## config.mk

```make
export PLATFORM = sky130hd
export DESIGN_NAME = tx_cmd_arbiter
export DESIGN_NICKNAME = d
export VERILOG_FILES = /design/src/rtl/tx_arb_pkg.sv /design/src/rtl/arb_pick.sv /design/src/rtl/tx_cmd_arbiter.sv
export SDC_FILE = /design/constraint.sdc
export NUM_CORES = 1
export LEC_CHECK = 0
export CAP_MARGIN = 10
export CORE_ASPECT_RATIO = 0.9
export CORE_MARGIN = 2
export CORE_UTILIZATION = 50
export DETAILED_ROUTE_END_ITERATION = 7
export HOLD_SLACK_MARGIN = 0.15
export PLACE_DENSITY_LB_ADDON = 0.2
export SLEW_MARGIN = 20
export SYNTH_ARGS = -nofsm -noshare
export SYNTH_HDL_FRONTEND = slang
export SYNTH_SLANG_ARGS = --single-unit
```

## constraint.sdc

```tcl
create_clock -name clock -period 3.7 [get_ports clock]
set_input_delay 0.555 -clock clock [delete_from_list [all_inputs] [get_ports clock]]
set_output_delay 0.555 -clock clock [all_outputs]
set_load 0.01 [all_outputs]
```

## src/rtl/tx_arb_pkg.sv

```systemverilog
// tx_cmd_arbiter shared types: FSM state enum, idle byte default and frame byte-index constants.
// Optional TX_ARB_TIMEOUT_EN adds the ABORT state used by the watchdog.
package tx_arb_pkg;

   localparam logic [7:0] IDLE_BYTE_DEF = 8'h00;
   localparam int BYTE_W = 8;
   localparam int IDX_W = 2;
   localparam logic [IDX_W-1:0] FIRST_BYTE = '0;

`ifdef TX_ARB_TIMEOUT_EN
   typedef enum logic [1:0] {
      S_IDLE,
      S_SEND,
      S_DONE,
      S_ABORT
   } state_t;
`else
   typedef enum logic [1:0] {
      S_IDLE,
      S_SEND,
      S_DONE
   } state_t;
`endif

endpackage

```

## src/rtl/arb_pick.sv

```systemverilog
// arb_pick: combinational winner search over req & mask.
// Ports: req, mask (per channel), last_grant -> valid, index. RR_EN=1 starts after last_grant.
module arb_pick #(
   parameter int NUM_CH = 2,
   parameter int RR_EN = 0
) (
   input  logic [NUM_CH-1:0] req,
   input  logic [NUM_CH-1:0] mask,
   input  logic [2:0]        last_grant,
   output logic              valid,
   output logic [2:0]        index
);

   logic [NUM_CH-1:0] elig;

   assign elig = req & mask;

   // Loops run from the lowest priority to the highest so the final
   // assignment made is the winner.
   always_comb begin
      valid = |elig;
      index = '0;
      if (RR_EN != 0) begin
         for (int k = NUM_CH; k >= 1; k--) begin
            if (elig[(int'(last_grant) + k) % NUM_CH])
               index = 3'((int'(last_grant) + k) % NUM_CH);
         end
      end else begin
         for (int i = NUM_CH - 1; i >= 0; i--) begin
            if (elig[i])
               index = 3'(i);
         end
      end
   end

endmodule

```

## src/rtl/tx_cmd_arbiter.sv

```systemverilog
// tx_cmd_arbiter: grants one command source at a time and feeds its frame bytewise to a UART.
// Ports: clock, reset (sync, active-low), ch_req/ch_frame/ch_mask in, ch_ack out,
// tx_bits/tx_done UART side, busy, grant_id, err. Macro TX_ARB_TIMEOUT_EN adds a watchdog abort.
module tx_cmd_arbiter
   import tx_arb_pkg::*;
#(
   parameter int          NUM_CH      = 2,
   parameter int          FRAME_LEN   = 3,
   parameter int          RR_EN       = 0,
   parameter logic [7:0]  IDLE_BYTE   = IDLE_BYTE_DEF,
   parameter logic [15:0] TIMEOUT_CYC = 16'd4096
) (
   input  logic                           clock,
   input  logic                           reset,
   input  logic [NUM_CH-1:0]              ch_req,
   input  logic [NUM_CH*FRAME_LEN*8-1:0]  ch_frame,
   input  logic [NUM_CH-1:0]              ch_mask,
   output logic [NUM_CH-1:0]              ch_ack,
   output logic [7:0]                     tx_bits,
   input  logic                           tx_done,
   output logic                           busy,
   output logic [2:0]                     grant_id,
   output logic                           err
);

   localparam logic [IDX_W-1:0] LAST_IDX = IDX_W'(FRAME_LEN - 1);

   state_t           state;
   logic [IDX_W-1:0] idx;
   logic [IDX_W-1:0] nxt_idx;
   logic [2:0]       last_grant;
   logic [7:0]       frame_q [FRAME_LEN];
   logic             pick_valid;
   logic [2:0]       pick_idx;

   assign nxt_idx = idx + IDX_W'(1);

   arb_pick #(
      .NUM_CH (NUM_CH),
      .RR_EN  (RR_EN)
   ) u_pick (
      .req        (ch_req),
      .mask       (ch_mask),
      .last_grant (last_grant),
      .valid      (pick_valid),
      .index      (pick_idx)
   );

`ifdef TX_ARB_TIMEOUT_EN
   logic [15:0] wd;
`else
   logic timeout_unused;
   assign timeout_unused = ^TIMEOUT_CYC;
   assign err = 1'b0;
`endif

   always_ff @(posedge clock) begin
      if (!reset) begin
         state      <= S_IDLE;
         idx        <= FIRST_BYTE;
         busy       <= 1'b0;
         ch_ack     <= '0;
         grant_id   <= '0;
         tx_bits    <= IDLE_BYTE;
         last_grant <= 3'(NUM_CH - 1);
         for (int b = 0; b < FRAME_LEN; b++)
            frame_q[b] <= '0;
`ifdef TX_ARB_TIMEOUT_EN
         err        <= 1'b0;
         wd         <= '0;
`endif
      end else begin
         ch_ack <= '0;
`ifdef TX_ARB_TIMEOUT_EN
         err    <= 1'b0;
`endif
         unique case (state)
            S_IDLE: begin
               if (pick_valid) begin
                  // Snapshot the whole frame so later ch_frame edits are harmless.
                  for (int b = 0; b < FRAME_LEN; b++)
                     frame_q[b] <= ch_frame[(int'(pick_idx) * FRAME_LEN + b) * BYTE_W +: BYTE_W];
                  tx_bits    <= ch_frame[int'(pick_idx) * FRAME_LEN * BYTE_W +: BYTE_W];
                  grant_id   <= pick_idx;
                  last_grant <= pick_idx;
                  idx        <= FIRST_BYTE;
                  busy       <= 1'b1;
                  state      <= S_SEND;
`ifdef TX_ARB_TIMEOUT_EN
                  wd         <= '0;
`endif
               end
            end
            S_SEND: begin
               if (tx_done) begin
`ifdef TX_ARB_TIMEOUT_EN
                  wd <= '0;
`endif
                  if (idx == LAST_IDX) begin
                     tx_bits <= IDLE_BYTE;
                     state   <= S_DONE;
                     for (int i = 0; i < NUM_CH; i++)
                        ch_ack[i] <= (grant_id == 3'(i));
                  end else begin
                     idx     <= nxt_idx;
                     tx_bits <= frame_q[nxt_idx];
                  end
               end
`ifdef TX_ARB_TIMEOUT_EN
               else if (wd == TIMEOUT_CYC - 16'd1) begin
                  tx_bits <= IDLE_BYTE;
                  err     <= 1'b1;
                  state   <= S_ABORT;
               end else begin
                  wd <= wd + 16'd1;
               end
`endif
            end
            S_DONE: begin
               busy  <= 1'b0;
               idx   <= FIRST_BYTE;
               state <= S_IDLE;
            end
`ifdef TX_ARB_TIMEOUT_EN
            S_ABORT: begin
               busy  <= 1'b0;
               idx   <= FIRST_BYTE;
               wd    <= '0;
               state <= S_IDLE;
            end
`endif
            default: begin
               state <= S_IDLE;
            end
         endcase
      end
   end

endmodule

```

Yosys cells after proc, flatten, opt, wreduce, memory -nomap -nowiden --
Memories as Yosys holds them, arrays and structs flattened. Cells that the tools add are included.
Word-level totals: memory bits (writable) 24, input bits 55, word-level logic and storage cells 62, memories 1, flip-flop bits (word level) 18
Memories:
- frame_q | depth 3, bits a word 8, rd ports 1, clocked after Yosys merged registers in 0, wr ports 3, line tx_cmd_arbiter.sv:32 | logic [7:0] frame_q [FRAME_LEN];
Operators by class: reductions and logical operators 12, bitwise gates (word level) 4, muxes and demuxes 24, shift operators 3, $mul 1, eq/ne operators 8, add/sub/neg operators 3
Operator list (count):
- indexed part select 48 x 32 -> 8 bit | 2
- 2-to-1 mux 8 bit | 6
- indexed part select 48 x 9 -> 8 bit | 1
- adder 29 x 2 -> 29 bit (second input constant) | 1
- adder 29 x 3 -> 29 bit (second input constant) | 1
- case mux 8 bit (2 select lines) | 1
- 2-to-1 mux 2 bit | 6
- 2-to-1 mux 1 bit | 8
- != test 2 bit (second input constant) | 4
- AND reduction 4 bit | 2
- case mux 2 bit (3 select lines) | 1
- AND reduction 3 bit | 2
- multiplier 3 x 2 -> 5 bit (second input constant) | 1
- == test 2 bit (second input constant) | 2
- case mux 2 bit (2 select lines) | 1
- AND reduction 2 bit | 2
- nonzero test 2 bit | 2
- == test 3 x 1 -> 1 bit (second input constant) | 1
- zero test 3 bit | 1
- bitwise OR 1 bit | 3
- nonzero test 3 bit | 1
- adder 2 x 1 -> 2 bit (second input constant) | 1
- AND 2 bit | 1
- == test 2 x 1 -> 1 bit (second input constant) | 1
- other kinds (3) | 3

Depth between registers and ports, before layout --
depth in word-level cells 7, depth in mapped cells 8, mapped depth without buffers 6

Hierarchy --
From an unflattened synthesis, not the netlist that was laid out.
Unflattened totals: cell total of the unflattened synthesis 302, area, all modules 2997.9 um^2
Modules (own cells, without submodules):
- tx_cmd_arbiter | cells each 295, area an instance 2959.1 um^2, times used 1
- arb_pick | cells each 7, area an instance 38.8 um^2, times used 1

Worst setup path before layout --
No wires, ideal clock.
path type input port to flip-flop, start input ch_req[1], end memory frame_q[0][0] (enable), slack 1.943 ns, path buffers 0, required time 3.319 ns, data arrival time 1.376 ns, setup time 0.381 ns, stages on the path 3, cells stage by stage a22o_1 > nand2_1 > nand2_1
RTL lines:
- start, declared | line tx_cmd_arbiter.sv:15 | input logic [NUM_CH-1:0] ch_req,
- end, declared | line tx_cmd_arbiter.sv:32

==> results.yml <==
outcome:
  outcome: "finished, final reports clean"
die:
  die_w_um: 73.4
  ioPinCount: 70
  die-area_um2: 4870
  num_rows: 22
  coreArea_um2: 4130
  die_h_um: 66.4
  start_util: 0.524
placement:
  io_buffers: 66
  routabilityCongestion: 0.820
  place_area_um2: 2750
  dp_hpwl_um: 3490
sta:
  fmax_mhz: 454
  timing.final.crit_share: 0.596
  fin_worst_skew_ps: 6.37
  fin_crit_ps: 2200
  setup_tns_ps: 0
  worst-slew-pin-transition_ps: 723
  hold_viol: 0
  drv_slew: 0
  slew_headroom: 0.518
  holdWs_ps: 463
  setup_violations: 0
  rsz0062_at_grt: "false"
worst_hold_path:
  min-delay-start: "idx[1]$_SDFFE_PN0P_"
  hold_class: "flip-flop to flip-flop"
route:
  num_vias: 1771
  drc: 0
  dr.pass1.iters: 4
  drt_iter0_drc: 122
  vias_per_cell: 5.50
  ant_nets: 0
  wl_per_cell_um: 15.5
  wirelength_um: 4980
logic_synthesis:
  synth_top_family_by_area: "compound AO/OA/AOI/OAI gates"
  yosysTopAreaCell: "edfxtp_1"
  yosys-mux-area-fraction: 0.0370
  synth.distinct_cells: 42
  yosys_warnings: 0
  synth-edff-count: 24
  synth_ff_type: "edfxtp_1"
  synth_area_um2: 2160
  synth_async_sr_flop_share: 0
  synth.area.top_cells: "edfxtp_1 (33%), dfxtp_1 (15%), nand2_1 (6.9%)"
  synth_compound_area_frac: 0.240
  synth.most_common_cell: "nand2_1"
  synth-seq-cells: 40
  synth_xor_area_frac: 0
  synthSimpleGateAreaFrac: 0.159
  yosysSeqAreaShare: 0.481
  netlist_top_cells_count: "nand2_1 (40), edfxtp_1 (24), a21oi_1 (17)"
  syn-instance-count: 216
  synth_top_area_frac: 0.333
  syn_avg_cell_area_um2: 10.0
  synthAdderAreaFrac: 0.00578
power:
  ir_drop_mv: 0.233
  p_sw_mw: 0.265
  combPwrFrac: 0.210
  p_per_area_nw_per_um2: 363
  power_leakage_nw: 1.07
  cellInternalPower_mw: 0.760
  power.share.clock: 0.272
  share_seq_of_total_power: 0.518
  swShare: 0.258
global_route:
  track_usage: 0.221
  grt_pass1_vias: 1706
  grt_max_degree: 25
  overflow: 0
  grt_pass1_wl_um: 8020
  antenna_found_initial: 0
clocking:
  postCtsSetupRepairBufs: 0
  cts_tree: "done"
  ctsResizeCount: 0
  numCtsBuffers: 5
  cts-htree-levels: 2
  clk_pin_slew_ps: 70
  clockBufferDepth: 2
  root_buffer: "clkbuf_8"
  hold_buffers: 0
  clock_latency_ps: 290
  clock_sinks: 40
cells_and_area:
  finalInstanceArea_um2: 2830
  syn2layout_area_growth_pct: 30.5
  nNetsFinal: 329
  ff_latch_area_um2: 1040
  multi_input_comb_area_um2: 968
  diodes: 0
  fillers: 350
  drive_gt1_frac: 0.0985
setup_path:
  worst_ep_required_time_ps: 3870
  start_kind: "input port"
  cp-startpoint: "reset"
  end_kind: "flip-flop"
  crit_chain: "clkdlybuf4s50_1, nand3_2, o21ba_2"
  cpMaxStageDelayCell: "clkdlybuf4s50_1"
  path_class: "input port to flip-flop"
  slowest_delay_ps: 860
  crit_arrival_ps: 2370
  cp_max_fo: 24
  rr_startpoint: "idx[0]$_SDFFE_PN0P_"
flow_run:
  max-cap-violations: 0
## critical path: cells and delay by family
family	cells	cell delay, ps
AOI/OAI and AO/OA	1	410
buffers and inverters	1	860
and+or+nand+nor	1	540
## final cells by class
cell class / instances / share of cell area
clock buffer: 7 / 0.0270
tap: 48 / 0.0213
timing repair buffer: 67 / 0.236
multi-input combinational: 157 / 0.343
clock inverter: 1 / 0.00133
sequential: 40 / 0.368
inverter: 2 / 0.00266
## worst paths after layout
path	endpoint	slack, ps	depth (start not counted)
worst max-delay path	frame_q[0][7]$_SDFFCE_PN0P_	1500	3
worst min-delay path	idx[1]$_SDFFE_PN0P_	460	2
worst min register to register	idx[1]$_SDFFE_PN0P_	460	2
worst max register to register	tx_bits[1]$_SDFFE_PN0P_	1530	5
## power by group through the flow
stage / Sequential [mW] / Combinational, mW / Clock [mW]
after floorplan: 0.537 / 0.125 / 0
after global placement: 0.541 / 0.212 / 0
after detailed placement: 0.541 / 0.214 / 0
after CTS: 0.531 / 0.216 / 0.283
after global routing: 0.535 / 0.236 / 0.299
final: 0.531 / 0.215 / 0.279
## state kept, by name, indices dropped and copies added (netlist names)
name	flops
idx	2
tx_bits	8
busy	1
grant_id	1
frame_q	24
ch_ack	2
state	2
## kinds of logic (layout without fill, tap and decap cells)
kind of cell	count (synthesis)	count (layout)
AND/OR/NAND/NOR	71	71
buffers and inverters	21	77
flip-flops	40	40
multiplexers	8	8
other	1	3
AO/OA/AOI/OAI	74	74
adder cells (fa/ha/maj)	1	1
## layout by cell type, fill, tap and decap left out, drive strengths merged
cell type and n:
clkdlybuf4s50 66, nand2 41, edfxtp 24, a21oi 18, o21ai 18, dfxtp 16, nor2 10, a21boi 9
mux2i 8, a211o 8, a31oi 8, and3 8, o21ba 8, clkbuf 7, nand3 4, conb 3
inv 2, and2 2, a22o 2, and2b 1, nand2b 1, o2111a 1, or3b 1, a32oi 1
nand4 1, nor3 1, o221a 1, nand4b 1, ha 1, clkinv 1, buf 1
## stage by stage
step	util	worst slack, ps	power, mW	instances
floorplan	-	1940	0.662	218
global placement	0.665	1260	0.753	314
detailed placement	0.665	1220	0.755	314
CTS	0.684	1490	1.03	322
global route	0.684	1340	1.07	322
finish	0.684	1500	1.03	322
## routing by layer
layer  up-vias  track usage  wire length [µm]  share of wire
li1        890            -                 -              -
met1       828        0.290              2260           0.45
met2        48        0.359              2420           0.49
met3         5       0.0579               239          0.048
met4         0       0.0614                63          0.013
met5         -            0                 0              0
Power figures use the tool's default switching activity.
